`src/rtl/ps2_cmd_pkg.sv`:
```
// Shared constants, status codes and FSM states for the PS/2 command sequencer.
// Init states are only reachable when PS2_CMD_INIT_EN is defined.
package ps2_cmd_pkg;

    localparam logic [7:0] PS2_ACK    = 8'hFA;
    localparam logic [7:0] PS2_RESEND = 8'hFE;
    localparam logic [7:0] PS2_ERROR  = 8'hFC;
    localparam logic [7:0] PS2_RESET  = 8'hFF;
    localparam logic [7:0] PS2_BAT_OK = 8'hAA;

    localparam logic [1:0] ST_OK      = 2'd0;
    localparam logic [1:0] ST_RETRY   = 2'd1;
    localparam logic [1:0] ST_TIMEOUT = 2'd2;
    localparam logic [1:0] ST_DEVERR  = 2'd3;

    typedef enum logic [3:0] {
        S_IDLE,
        S_SEND_CMD,
        S_WAIT_CMD,
        S_SEND_ARG,
        S_WAIT_ARG,
        S_FINISH,
        S_INIT_SEND,
        S_INIT_ACK,
        S_INIT_BAT
    } state_t;

    function automatic logic is_protocol(input logic [7:0] b);
        return (b == PS2_ACK) || (b == PS2_RESEND) || (b == PS2_ERROR);
    endfunction

endpackage

```
`src/rtl/ps2_timeout_ctr.sv`:
```
// Loadable down-counter that saturates at zero; expired is high while it reads zero.
module ps2_timeout_ctr #(
    parameter int CYCLES = 1000,
    parameter int WIDTH  = (CYCLES > 1) ? $clog2(CYCLES) : 1
) (
    input  logic             clk,
    input  logic             reset,
    input  logic             load,
    input  logic [WIDTH-1:0] load_val,
    input  logic             en,
    output logic             expired
);

    logic [WIDTH-1:0] cnt;

    always_ff @(posedge clk or posedge reset) begin
        if (reset) begin
            cnt <= '0;
        end else if (load) begin
            cnt <= load_val;
        end else if (en && cnt != '0) begin
            cnt <= cnt - 1'b1;
        end
    end

    assign expired = (cnt == '0);

endmodule

```
`src/rtl/ps2_cmd_sequencer.sv`:
```
// PS/2 command sequencer: sends cmd (+arg), handles ACK/RESEND/ERROR, timeout, rx forwarding.
// Define PS2_CMD_INIT_EN to issue a device reset (0xFF) and await BAT after reset.
module ps2_cmd_sequencer
    import ps2_cmd_pkg::*;
#(
    parameter int CLK_RATE    = 50000000,
    parameter int TIMEOUT_MS  = 20,
    parameter int MAX_RETRIES = 3
) (
    input  logic       clk,
    input  logic       reset,
    input  logic       cmd_valid,
    input  logic [7:0] cmd_byte,
    input  logic       cmd_has_arg,
    input  logic [7:0] cmd_arg,
    output logic       cmd_ready,
    output logic       done,
    output logic [1:0] status,
    output logic       busy,
    output logic [7:0] bs_tx_data,
    output logic       bs_tx_valid,
    input  logic       bs_tx_consume,
    input  logic [7:0] bs_rx_data,
    input  logic       bs_rx_produce,
    output logic [7:0] rx_data,
    output logic       rx_produce
);

    localparam int TIMEOUT_CYCLES = CLK_RATE / 1000 * TIMEOUT_MS;
`ifdef PS2_CMD_INIT_EN
    localparam int BAT_CYCLES = CLK_RATE;
    localparam int TMR_SPAN = (BAT_CYCLES > TIMEOUT_CYCLES) ? BAT_CYCLES : TIMEOUT_CYCLES;
    localparam state_t RST_STATE = S_INIT_SEND;
`else
    localparam int TMR_SPAN = TIMEOUT_CYCLES;
    localparam state_t RST_STATE = S_IDLE;
`endif
    localparam int TW = (TMR_SPAN > 1) ? $clog2(TMR_SPAN) : 1;
    localparam int RW = (MAX_RETRIES > 0) ? $clog2(MAX_RETRIES + 1) : 1;

    state_t          state, state_n;
    logic [7:0]      cmd_q, arg_q;
    logic            has_arg_q;
    logic [RW-1:0]   retry_cnt, retry_n;
    logic [1:0]      status_q, status_n;
    logic            tmr_load, tmr_en, tmr_expired;
    logic [TW-1:0]   tmr_val;
    logic            fwd;

    ps2_timeout_ctr #(
        .CYCLES (TMR_SPAN),
        .WIDTH  (TW)
    ) u_tmr (
        .clk      (clk),
        .reset    (reset),
        .load     (tmr_load),
        .load_val (tmr_val),
        .en       (tmr_en),
        .expired  (tmr_expired)
    );

    always_ff @(posedge clk or posedge reset) begin
        if (reset) begin
            state      <= RST_STATE;
            cmd_q      <= '0;
            arg_q      <= '0;
            has_arg_q  <= 1'b0;
            retry_cnt  <= '0;
            status_q   <= ST_OK;
            rx_data    <= '0;
            rx_produce <= 1'b0;
        end else begin
            state     <= state_n;
            retry_cnt <= retry_n;
            status_q  <= status_n;
            if (state == S_IDLE && cmd_valid) begin
                cmd_q     <= cmd_byte;
                arg_q     <= cmd_arg;
                has_arg_q <= cmd_has_arg;
            end
            rx_produce <= fwd;
            if (fwd) begin
                rx_data <= bs_rx_data;
            end
        end
    end

    always_comb begin
        state_n  = state;
        retry_n  = retry_cnt;
        status_n = status_q;
        tmr_load = 1'b0;
        tmr_val  = '0;
        tmr_en   = 1'b0;
        fwd      = bs_rx_produce;
        unique case (state)
            S_IDLE: begin
                if (cmd_valid) begin
                    state_n = S_SEND_CMD;
                    retry_n = '0;
                end
            end
            S_SEND_CMD, S_SEND_ARG, S_INIT_SEND: begin
                if (bs_tx_consume) begin
                    tmr_load = 1'b1;
                    tmr_val  = TW'(TIMEOUT_CYCLES - 1);
                    state_n  = (state == S_SEND_CMD) ? S_WAIT_CMD :
                               (state == S_SEND_ARG) ? S_WAIT_ARG : S_INIT_ACK;
                end
            end
            S_WAIT_CMD, S_WAIT_ARG, S_INIT_ACK: begin
                tmr_en = 1'b1;
                if (bs_rx_produce) begin
                    fwd = !is_protocol(bs_rx_data);
                    if (bs_rx_data == PS2_ACK) begin
                        retry_n  = '0;
                        state_n  = S_FINISH;
                        status_n = ST_OK;
                        if (state == S_WAIT_CMD && has_arg_q) begin
                            state_n = S_SEND_ARG;
                        end
`ifdef PS2_CMD_INIT_EN
                        if (state == S_INIT_ACK) begin
                            state_n  = S_INIT_BAT;
                            tmr_load = 1'b1;
                            tmr_val  = TW'(BAT_CYCLES - 1);
                        end
`endif
                    end else if (bs_rx_data == PS2_RESEND) begin
                        if (retry_cnt == RW'(MAX_RETRIES)) begin
                            state_n  = S_FINISH;
                            status_n = ST_RETRY;
                        end else begin
                            retry_n = retry_cnt + 1'b1;
                            state_n = (state == S_WAIT_CMD) ? S_SEND_CMD :
                                      (state == S_WAIT_ARG) ? S_SEND_ARG : S_INIT_SEND;
                        end
                    end else if (bs_rx_data == PS2_ERROR) begin
                        state_n  = S_FINISH;
                        status_n = ST_DEVERR;
                    end
                end else if (tmr_expired) begin
                    state_n  = S_FINISH;
                    status_n = ST_TIMEOUT;
                end
            end
`ifdef PS2_CMD_INIT_EN
            S_INIT_BAT: begin
                tmr_en = 1'b1;
                if (bs_rx_produce) begin
                    // Anything other than BAT pass here means the device self-test failed.
                    fwd      = 1'b0;
                    state_n  = S_FINISH;
                    status_n = (bs_rx_data == PS2_BAT_OK) ? ST_OK : ST_DEVERR;
                end else if (tmr_expired) begin
                    state_n  = S_FINISH;
                    status_n = ST_TIMEOUT;
                end
            end
`endif
            S_FINISH: begin
                state_n = S_IDLE;
            end
            default: begin
                state_n = S_IDLE;
            end
        endcase
    end

    always_comb begin
        bs_tx_valid = 1'b0;
        bs_tx_data  = '0;
        unique case (state)
            S_SEND_CMD: begin
                bs_tx_valid = 1'b1;
                bs_tx_data  = cmd_q;
            end
            S_SEND_ARG: begin
                bs_tx_valid = 1'b1;
                bs_tx_data  = arg_q;
            end
            S_INIT_SEND: begin
                bs_tx_valid = 1'b1;
                bs_tx_data  = PS2_RESET;
            end
            default: begin
                bs_tx_valid = 1'b0;
            end
        endcase
    end

    assign cmd_ready = (state == S_IDLE);
    assign busy      = (state != S_IDLE);
    assign done      = (state == S_FINISH);
    assign status    = done ? status_q : ST_OK;

endmodule

```
`config.mk`:
```
export PLATFORM = sky130hd
export DESIGN_NAME = ps2_cmd_sequencer
export DESIGN_NICKNAME = d
export VERILOG_FILES = /design/src/rtl/ps2_cmd_pkg.sv /design/src/rtl/ps2_timeout_ctr.sv /design/src/rtl/ps2_cmd_sequencer.sv
export SDC_FILE = /design/constraint.sdc
export NUM_CORES = 1
export LEC_CHECK = 0
export CORE_MARGIN = 2
export CORE_UTILIZATION = 54
export CTS_BUF_LIST = sky130_fd_sc_hd__clkbuf_8
export CTS_CLUSTER_DIAMETER = 50
export DETAILED_ROUTE_END_ITERATION = 8
export PLACE_DENSITY = 0.83
export SLEW_MARGIN = 30
export SYNTH_ARGS = -nofsm -noshare
export SYNTH_HDL_FRONTEND = slang
export SYNTH_SLANG_ARGS = --single-unit
```
`constraint.sdc`:
```
create_clock -name clk -period 2.72 [get_ports clk]
set_input_delay 0.544 -clock clk [delete_from_list [all_inputs] [get_ports clk]]
set_output_delay 0.544 -clock clk [all_outputs]
set_load 0.02 [all_outputs]
```
; ---- After elaboration in Yosys (flattened, before gate mapping)
; Cells that the tools add are included.
[op_classes]
add_sub_neg = 2
eq_ne = 20
muxes = 38
n_reduce_logical = 18
[op_table]
columns = op, count
row1 = $mux 20, 4
row2 = $mux 4, 7
row3 = $mux 2, 13
row4 = $eq 8x8->1 const B, 3
row5 = $pmux 8 s3, 1
row6 = $logic_not 20->1, 1
row7 = $reduce_bool 20->1, 1
row8 = $sub 20x1->20 const B, 1
row9 = $eq 4x3->1 const B, 4
row10 = $mux 3, 5
row11 = $pmux 4 s3, 1
row12 = $ne 3x3->1 const B, 3
row13 = $eq 4x2->1 const B, 2
row14 = $reduce_and 4->1, 2
row15 = $mux 1, 6
row16 = $reduce_bool 2->1, 3
row17 = $reduce_or 3->1, 2
row18 = $ne 5x5->1 const B, 1
row19 = $reduce_and 5->1, 1
row20 = $eq 4x1->1 const B, 1
row21 = $logic_not 4->1, 1
row22 = $ne 2x2->1 const B, 2
row23 = $ne 4x1->1 const B, 1
row24 = $ne 4x3->1 const B, 1
row25 = other kinds (8), 11
[totals]
register_bits = 54
in_bits = 30
output_inout_bits = 23

; ---- Logic depth before layout (Yosys ltp)
; Gate-level depths: netlist of run 1.
[depth]
word_depth = 8
ltp_mapped = 7
depth_no_buf = 7

; ---- By module
; A second synthesis of run 1 with hierarchy kept.
[unflattened]
cells_unflattened = 302
hier_area_um2 = 3045.4
[by_module_without_submodules]
columns = module, n_inst, cells_each, area_per_inst_um2
row1 = ps2_cmd_sequencer, 1, 164, 1803.0
row2 = ps2_timeout_ctr, 1, 138, 1242.4

; ---- Least setup slack after synthesis of run 1
; OpenSTA, ideal clock, no wires.
[synth_timing]
path_type = register to register
from = reg state[1]
to = reg arg_q[0]
arrival_time_ns = 2.365
required_ns = 2.595
path_slack_ns = 0.230
path_stages_with_launch = 7
n_path_buf = 3
synth_period_minus_slack_ns = 2.490
cell_sequence = dfrtp_1 clkbuf_1 nor3_1 and2_1 clkbuf_1 buf_1 mux2_2
[synth_via]
elab_chain_cells = 2
[synth_lines]
columns = element, line
row1 = "start, declared", ps2_cmd_sequencer.sv:41  ; state_t state, state_n;
row2 = "start signal, assigned", ps2_cmd_sequencer.sv:73  ; state <= state_n;
row3 = $logic_not 4->1, n/a
row4 = named net cmd_ready, ps2_cmd_sequencer.sv:16  ; output logic cmd_ready,
row5 = $logic_and 1x1->1, ps2_cmd_sequencer.sv:76  ; if (state == S_IDLE && cmd_valid) begin
row6 = "end signal, assigned", ps2_cmd_sequencer.sv:78  ; arg_q <= cmd_arg;
row7 = "end, declared", ps2_cmd_sequencer.sv:42  ; logic [7:0] cmd_q, arg_q;
; The timed path passes the listed nets, and every way through them passes these cells.
; A chain may end at the register's enable or synchronous reset.

; ---- Final worst setup path of run 1
[layout_timing]
from = reg state[1]
to = out cmd_ready
[layout_via]
elab_chain_cells = 1
[layout_lines]
columns = element, line
row1 = $logic_not 4->1, ps2_cmd_sequencer.sv:192  ; assign cmd_ready = (state == S_IDLE);
row2 = "end, declared", ps2_cmd_sequencer.sv:16
; No other way between the ends.

==> results.md, run 1 <==
- Status: finished clean
- Sequential share of the synthesized area: 48.9%
- EDFF count, synth: 0
- Final setup skew: 14.3 ps
- Critical Path AT: 2060 ps
- Via density: 5.80
- Final count of hold timing violations: 0
- Worst-margin pin slew: 569 ps
- Initial antenna violation count: 0
- Crit Path Class: reg -> out
- Pwr per Cell Area: 861 nW/um2
- Mean Syn Cell Area: 10.8 um2
- Most frequent cells in the layout: dfrtp_1 (52), clkdlybuf4s50_1 (52), mux2_2 (27)
- Asr flop ratio synth: 100%
- Ratio of cells with drive above 1 in the final layout: 19.4%
- Final Setup Violations: 0
- Slew Limit Fails: 0
- HP Class: reg -> reg
- Std-Cell Core Area: 4790 um2
- Crit share post-route: 95.6%
- DIE AREA: 5610 um2
- First-pass GRT wire length: 10100 um
- Clk pin slew, worst setup/hold paths: 100 ps
- Worst-Skew Late Latency: 320 ps
- DRT antenna net count: 0
- Diode count: 0
- Post-Syn Instances: 251
- IO Pins: 53
- Crit path max fanout: 10
- Critical path capture point type: primary output
- CTS Buf Count: 5
- Buffer depth of the longest clock path: 2
- Drt first pass iters: 4
- Setup TNS: 0 ps
- Die Y-Extent: 74.9 um
- CTS tree: done
- GR Overflow Total: 0
- Drt total wl: 5840 um
- Max Cap Viol: 0
- Ys Warns: 0
- Crit start category: flip-flop
- # fillers: 365
- H-tree depth: 2
- Vias in the first global route: 2213
- Pin count of the biggest net entering global routing: 30
- Maximum vdd drop: 0.604 mV
- Routed vias: 2215
- Synth area leader: dfrtp_1
- Top post-synthesis cells by area: dfrtp_1 (49%), mux2_2 (11%), mux2i_1 (4.8%), o21ai_0 (3.7%), or3_1 (2.1%)
- Crit path time final: 2600 ps
- Worst hold margin: 481 ps
- Top_reg_cell synth: dfrtp_1
- Drt first-iter violations: 85
- Relative slew slack: 62.1%
- Total track usage: 23.4%
- Synth cell types: 45
- Dpl hpwl: 4280 um
- Die width: 74.9 um
- Postcts setup bufs: 0
- Starting Density: 56.7%
- Synth Net Count: 284
- Area of the mapped netlist: 2710 um2
- WL/cell: 15.3 um
- Clock sink total: 53
- Area added between synthesis and finish: 29.3%
- Worst path required time: 2180 ps
- Row cnt: 25
- RSZ-0062 raised after global routing: false
- Leak: 1.44 nW
- Number of synthesized register bits: 53
- Yosys top cell area share: 48.9%
- Hold Buf Count CTS: 0
- Gp weighted congestion: 0.780
- Residual DRC count: 0
- Peak Freq: 385 MHz
- I/O Buffers: 52
- Root buf cell: clkbuf_8
- Final #Nets: 347
==> cell families after synthesis <==
kind of cell | count (synthesis) | share of synthesized area [%]
muxes | 41 | 16.6
buffers and inverters | 23 | 3.23
and+or+nand+nor | 74 | 15.6
adders and majority gates | 3 | 1.38
AOI/OAI and AO/OA | 52 | 12.8
DFF | 53 | 48.9
xor gates and xnor gates | 5 | 1.61
==> power by group <==
part	switching, mW	total, mW	internal, mW
clock network	0.271	0.478	0.207
logic	0.702	1.38	0.673
registers	0.163	1.17	1.00
==> metrics by stage <==
step | power, mW | utilization, % | area [um2] | setup slack [ps] | instances
finish | 3.02 | 73.3 | 3510 | 120 | 382
global route | 3.23 | 73.3 | 3510 | 10.0 | 382
CTS | 3.03 | 73.1 | 3500 | 63.7 | 382
detailed placement | 2.54 | 71.1 | 3400 | 186 | 374
global placement | 2.49 | 71.1 | 3400 | 238 | 374
floorplan | 2.05 | - | 2710 | 230 | 251
==> layout make-up <==
class,instances,area (um2),area share [%]
flip-flops and latches,53,1330,37.8
clock inverters,2,13.8,0.392
well taps,67,83.8,2.39
repair buffers,67,646,18.4
multi-input cells,175,1310,37.3
inverters,12,45.0,1.28
clock buffers,6,82.6,2.35
==> critical path, cell delays in order, from the launching register on <==
cell             delay (ps)
dfrtp_2                 480
buf_4                   210
nor3_1                  360
clkdlybuf4s50_1         680
==> per-layer routing <==
| metal | routed length (um) | GRT usage [%] | part of all wire (%) |
|---|---|---|---|
| met3 | 347 | 6.56 | 5.9 |
| met1 | 2650 | 31.2 | 45 |
| met5 | 0 | 0 | 0 |
| met4 | 78 | 7.54 | 1.3 |
| met2 | 2770 | 37.1 | 47 |
==> cells in the mapped netlist (3+ instances only) <==
cell type and number:
a21oi_1 6, and3_1 3, clkbuf_1 9, dfrtp_1 53, ha_1 3, inv_1 12, mux2_2 27, mux2i_1 13
nand2_1 8, nand2b_1 4, nand3_1 7, nor2_1 12, nor2b_1 5, nor3_1 6, nor4_1 3, o2111ai_1 4
o211ai_1 3, o21ai_0 20, o311ai_0 3, o31ai_1 4, or3_1 9, or4_1 5, xor2_1 3
==> flip-flops by register name, summed over array words and instances, names as in the netlist <==
register    flops
u_tmr.cnt      20
arg_q           8
cmd_q           8
rx_data         8
state           3
retry_cnt       2
status_q        2
has_arg_q       1
rx_produce      1
==> final timing paths <==
kind                                           start                       end  slack (ps)  depth (start not counted)
min in group asynchronous                      reset      cmd_q[3]$_DFFE_PP0P_         590                          2
max reg2reg                u_tmr.cnt[12]$_DFFE_PP0P_      state[0]$_DFFE_PP0P_         200                          5
max in group asynchronous                      reset    rx_data[0]$_DFFE_PP0P_        1590                          3
max                             state[1]$_DFFE_PP0P_                 cmd_ready         120                          3
min reg2reg                 retry_cnt[0]$_DFFE_PP0P_  retry_cnt[0]$_DFFE_PP0P_         480                          1
min                         retry_cnt[0]$_DFFE_PP0P_  retry_cnt[0]$_DFFE_PP0P_         480                          1
==> repair_timing <==
| item | CTS | global route |
|---|---|---|
| gates resized for setup | 1 | 4 |
| setup endpoints to repair | 4 | 11 |
| pin swaps | 0 | 0 |
Power figures use the tool's default switching activity.
==> inputs of run 2 (changes only) <==
- ABC_AREA: default -> 1
- CORE_UTILIZATION: 54 -> 55
- PLACE_DENSITY: 0.83 -> 0.82
==> run 2 against run 1 <==
Area after synthesis grew 14%. Via count up 22%. Synthesized cell count grew 57%. Clock power rose by 31%. Maximum frequency down 1.4%. Sequential power up 15%. Final cell count is 37% higher. Power is 37% higher. Register-to-register slack improved by 680 ps. Design area rose by 8.5%.
==> results.md, run 2 <==
- Number of synthesized register bits: 53 (unchanged)
- Starting Density: 56.6% (-0.12 points)
- Crit path max fanout: 8 (-2)
- Post-Synth XOR/XNOR Area: 2.26% (+0.65 points)
- Residual DRC count: 0 (unchanged)
- EDFF count, synth: 0 (unchanged)
- Mean Syn Cell Area: 7.84 um2 (-27%)
- Post-Syn Instances: 395 (+57%)
- Crit path time final: 2640 ps (+35.9 ps)
- Pin count of the biggest net entering global routing: 24 (-20%)
- Maximum vdd drop: 0.770 mV (+28%)
- RSZ-0062 raised after global routing: false
- Drt first pass iters: 5 (+1)
- Row cnt: 27 (+8.0%)
- Leak: 1.83 nW (+27%)
- Diode count: 0 (unchanged)
- Final count of hold timing violations: 0 (unchanged)
- CTS tree: done
- IO Pins: 53 (unchanged)
- Worst-margin pin slew: 474 ps (-95.1 ps)
- Top-count cell post-synth: nand2_1
- Root buf cell: clkbuf_8
- Drt total wl: 6550 um (+12%)
- # fillers: 458 (+25%)
- CTS Buf Count: 5 (unchanged)
- DIE AREA: 6250 um2 (+11%)
- Initial antenna violation count: 0 (unchanged)
- First-pass GRT wire length: 11600 um (+15%)
- HP Class: in -> async
- Gp weighted congestion: 0.900 (+15%)
- Total track usage: 23.4% (about the same)
- Ys Warns: 0 (unchanged)
- Top post-synthesis cells by area: dfrtp_1 (43%), nand2_1 (14%), nor2_1 (5.8%), inv_1 (4.7%), nand3_1 (4.5%)
- Slowest CP cell: clkdlybuf4s50_1
- Dpl hpwl: 4970 um (+16%)
- Drt first-iter violations: 134 (+58%)
- Status: finished clean
- CP top delay family: buffers and inverters
- Ratio of cells with drive above 1 in the final layout: 13.3% (-6.1 points)
- Buffer depth of the longest clock path: 2 (unchanged)
- Layout Utilization: 69.5% (-3.8 points)
- Most frequent cells after synthesis: nand2_1 (112), dfrtp_1 (53), nor2_1 (48)
- Slew Limit Fails: 0 (unchanged)
- Critical Path AT: 2090 ps (+30 ps)
- Post-synthesis simple-gate area fraction: 31.9% (+16 points)
- Mux cell area share after synthesis: 4.36% (-12 points)
- Buf+Inv Stages, Crit Path: 2 (unchanged)
- Largest reg by FF count: u_tmr.cnt
- Worst-Skew Late Latency: 310 ps (about the same)
- CP Cell Sequence: inv_1, nand3_1, o211ai_1, clkdlybuf4s50_1
- RR Endpoint: u_tmr.cnt[16]$_DFFE_PP0P_
- Yosys top cell area share: 42.8% (-6.0 points)
- Die Y-Extent: 79.0 um (+5.5%)
- Top_reg_cell synth: dfrtp_1
- Critical path capture point type: primary output
- WL/cell: 12.5 um (-18%)
- Synth area leader: dfrtp_1
- Crit share post-route: 96.9% (+1.3 points)
- Hold Buf Count CTS: 0 (unchanged)
- H-tree depth: 2 (unchanged)
- Most common cell after layout, fill and taps aside: nand2_1
- Via density: 5.15 (-11%)
- Final setup skew: 9.94 ps (-4.32 ps)
- Clock sink total: 53 (unchanged)
- Die width: 79.0 um (+5.5%)
- R2r worst-path depth: 8 (+3)
- Max reg flops: 20 (unchanged)
- Crit Path Class: reg -> out
- Std-Cell Core Area: 5470 um2 (+14%)
- Clk pin slew, worst setup/hold paths: 100 ps (about the same)
- Pwr per Cell Area: 1090 nW/um2 (+27%)
- Compound-cell area share of the yosys netlist: 9.45% (-3.3 points)
- Area added between synthesis and finish: 22.9%
- Reg2Reg Setup Slack: 880 ps (+680 ps)
- Area of the mapped netlist: 3100 um2 (+14%)
- Peak Freq: 379 MHz (-1.4%)
- GR Overflow Total: 0 (unchanged)
- Routed vias: 2694 (+22%)
- Setup TNS: 0 ps (unchanged)
- Final Setup Violations: 0 (unchanged)
- Relative slew slack: 68.3% (+6.2 points)
- Asr flop ratio synth: 100% (unchanged)
- Synth Net Count: 428 (+51%)
- Largest family of logic cells by synthesized area: simple AND/OR/NAND/NOR gates
- Vias in the first global route: 2576 (+16%)
- Final #Nets: 483 (+39%)
- Crit start category: flip-flop
- Worst path required time: 2180 ps (about the same)
- DRT antenna net count: 0 (unchanged)
- FF-to-FF Start: u_tmr.cnt[0]$_DFFE_PP0P_
- Max Cap Viol: 0 (unchanged)
- Most frequent cells in the layout: nand2_1 (112), dfrtp_1 (51), clkdlybuf4s50_1 (50)
- I/O Buffers: 52 (unchanged)
- Synth cell types: 34 (-24%)
- CP peak stage delay: 630 ps (-50 ps)
- Sequential share of the synthesized area: 42.8% (-6.0 points)
- Adder-Cell Fraction of Synth Area: 1.21% (-0.17 points)
==> run 2: changes by cell type in the layout (fill, tap and decap cells not counted), moves of 6 or more <==
cell,before,now
mux2i_1,13,0
o21ai_2,0,9
o21ai_0,20,10
nand2_1,7,112
or3_1,9,0
o21ai_1,1,9
nand3_1,7,28
nand4_1,2,8
inv_1,11,38
nor2_1,12,48
mux2_2,27,11
inv_2,1,7
buf_4,14,3
==> run 2: logic make-up after synthesis <==
family          Yosys count
mux                      12
simple gates            220
fa+ha+maj                 3
xor+xnor                  8
compound gates           46
buf+inv                  53
flops                    53
==> run 2: what timing repair did <==
item,CTS,global route
endpoints found under the setup margin,0,8
buffers inserted,0,0
resized for setup,0,5
==> run 2: metal layers <==
metal | share of wire [%] | global-route usage, % | vias up
met3 | 5.3 | 4.55 | 9
met5 | 0 | 0 | -
met1 | 47 | 31.7 | 1231
met2 | 46 | 38.6 | 76
met4 | 1.2 | 6.72 | 0
li1 | - | - | 1378
==> run 2: cell type report <==
type	instances	area [um2]	share of cell area [%]
multi-input combinational	289	1530	40.2
sequential	53	1330	34.9
timing repair buffer	55	548	14.4
inverter	46	175	4.60
tap	72	90.1	2.37
clock buffer	5	68.8	1.81
clock inverter	3	65.1	1.71
==> run 2: worst max-delay path by stage <==
stage                    startpoint            end  cells after the start
2_1_floorplan  state[2]$_DFFE_PP0P_      status[0]                      4
3_3_place_gp   state[0]$_DFFE_PP0P_      status[1]                      5
3_5_place_dp   state[1]$_DFFE_PP0P_  bs_tx_data[6]                      6
4_1_cts        state[0]$_DFFE_PP0P_      status[0]                      5
5_1_grt        state[2]$_DFFE_PP0P_  bs_tx_data[6]                      4
6_report       state[1]$_DFFE_PP0P_  bs_tx_data[5]                      4
==> run 2: stage by stage <==
step	hold slack (ps)	area (um2)	worst slack (ps)	power (mW)	instances
floorplan	442	3100	667	2.93	395
global route	498	3800	8.74	4.49	523
global placement	465	3660	456	3.46	515
CTS	486	3790	43.8	4.17	523
detailed placement	464	3660	425	3.52	515
finish	480	3800	84.5	4.15	523
==> run 2: power breakdown <==
| group | internal (mW) | leakage, nW | switching (mW) |
|---|---|---|---|
| Sequential | 1.10 | 0.631 | 0.240 |
| Clock | 0.366 | 0.0681 | 0.262 |
| Combinational | 0.859 | 1.13 | 1.32 |
==> run 2: worst register-to-register path: stages (launching register included) <==
cell	delay [ps]
dfrtp_1	390
inv_1	210
ha_1	290
nand2_1	120
nor2_1	300
nand2_1	120
xnor2_1	150
o21ai_2	110
nand2_1	50
==> inputs of run 3 (changes only) <==
- TNS_END_PERCENT: default -> 100
==> results of run 3 <==
No change in the layout: final DEF, timing and power equal those of run 2.
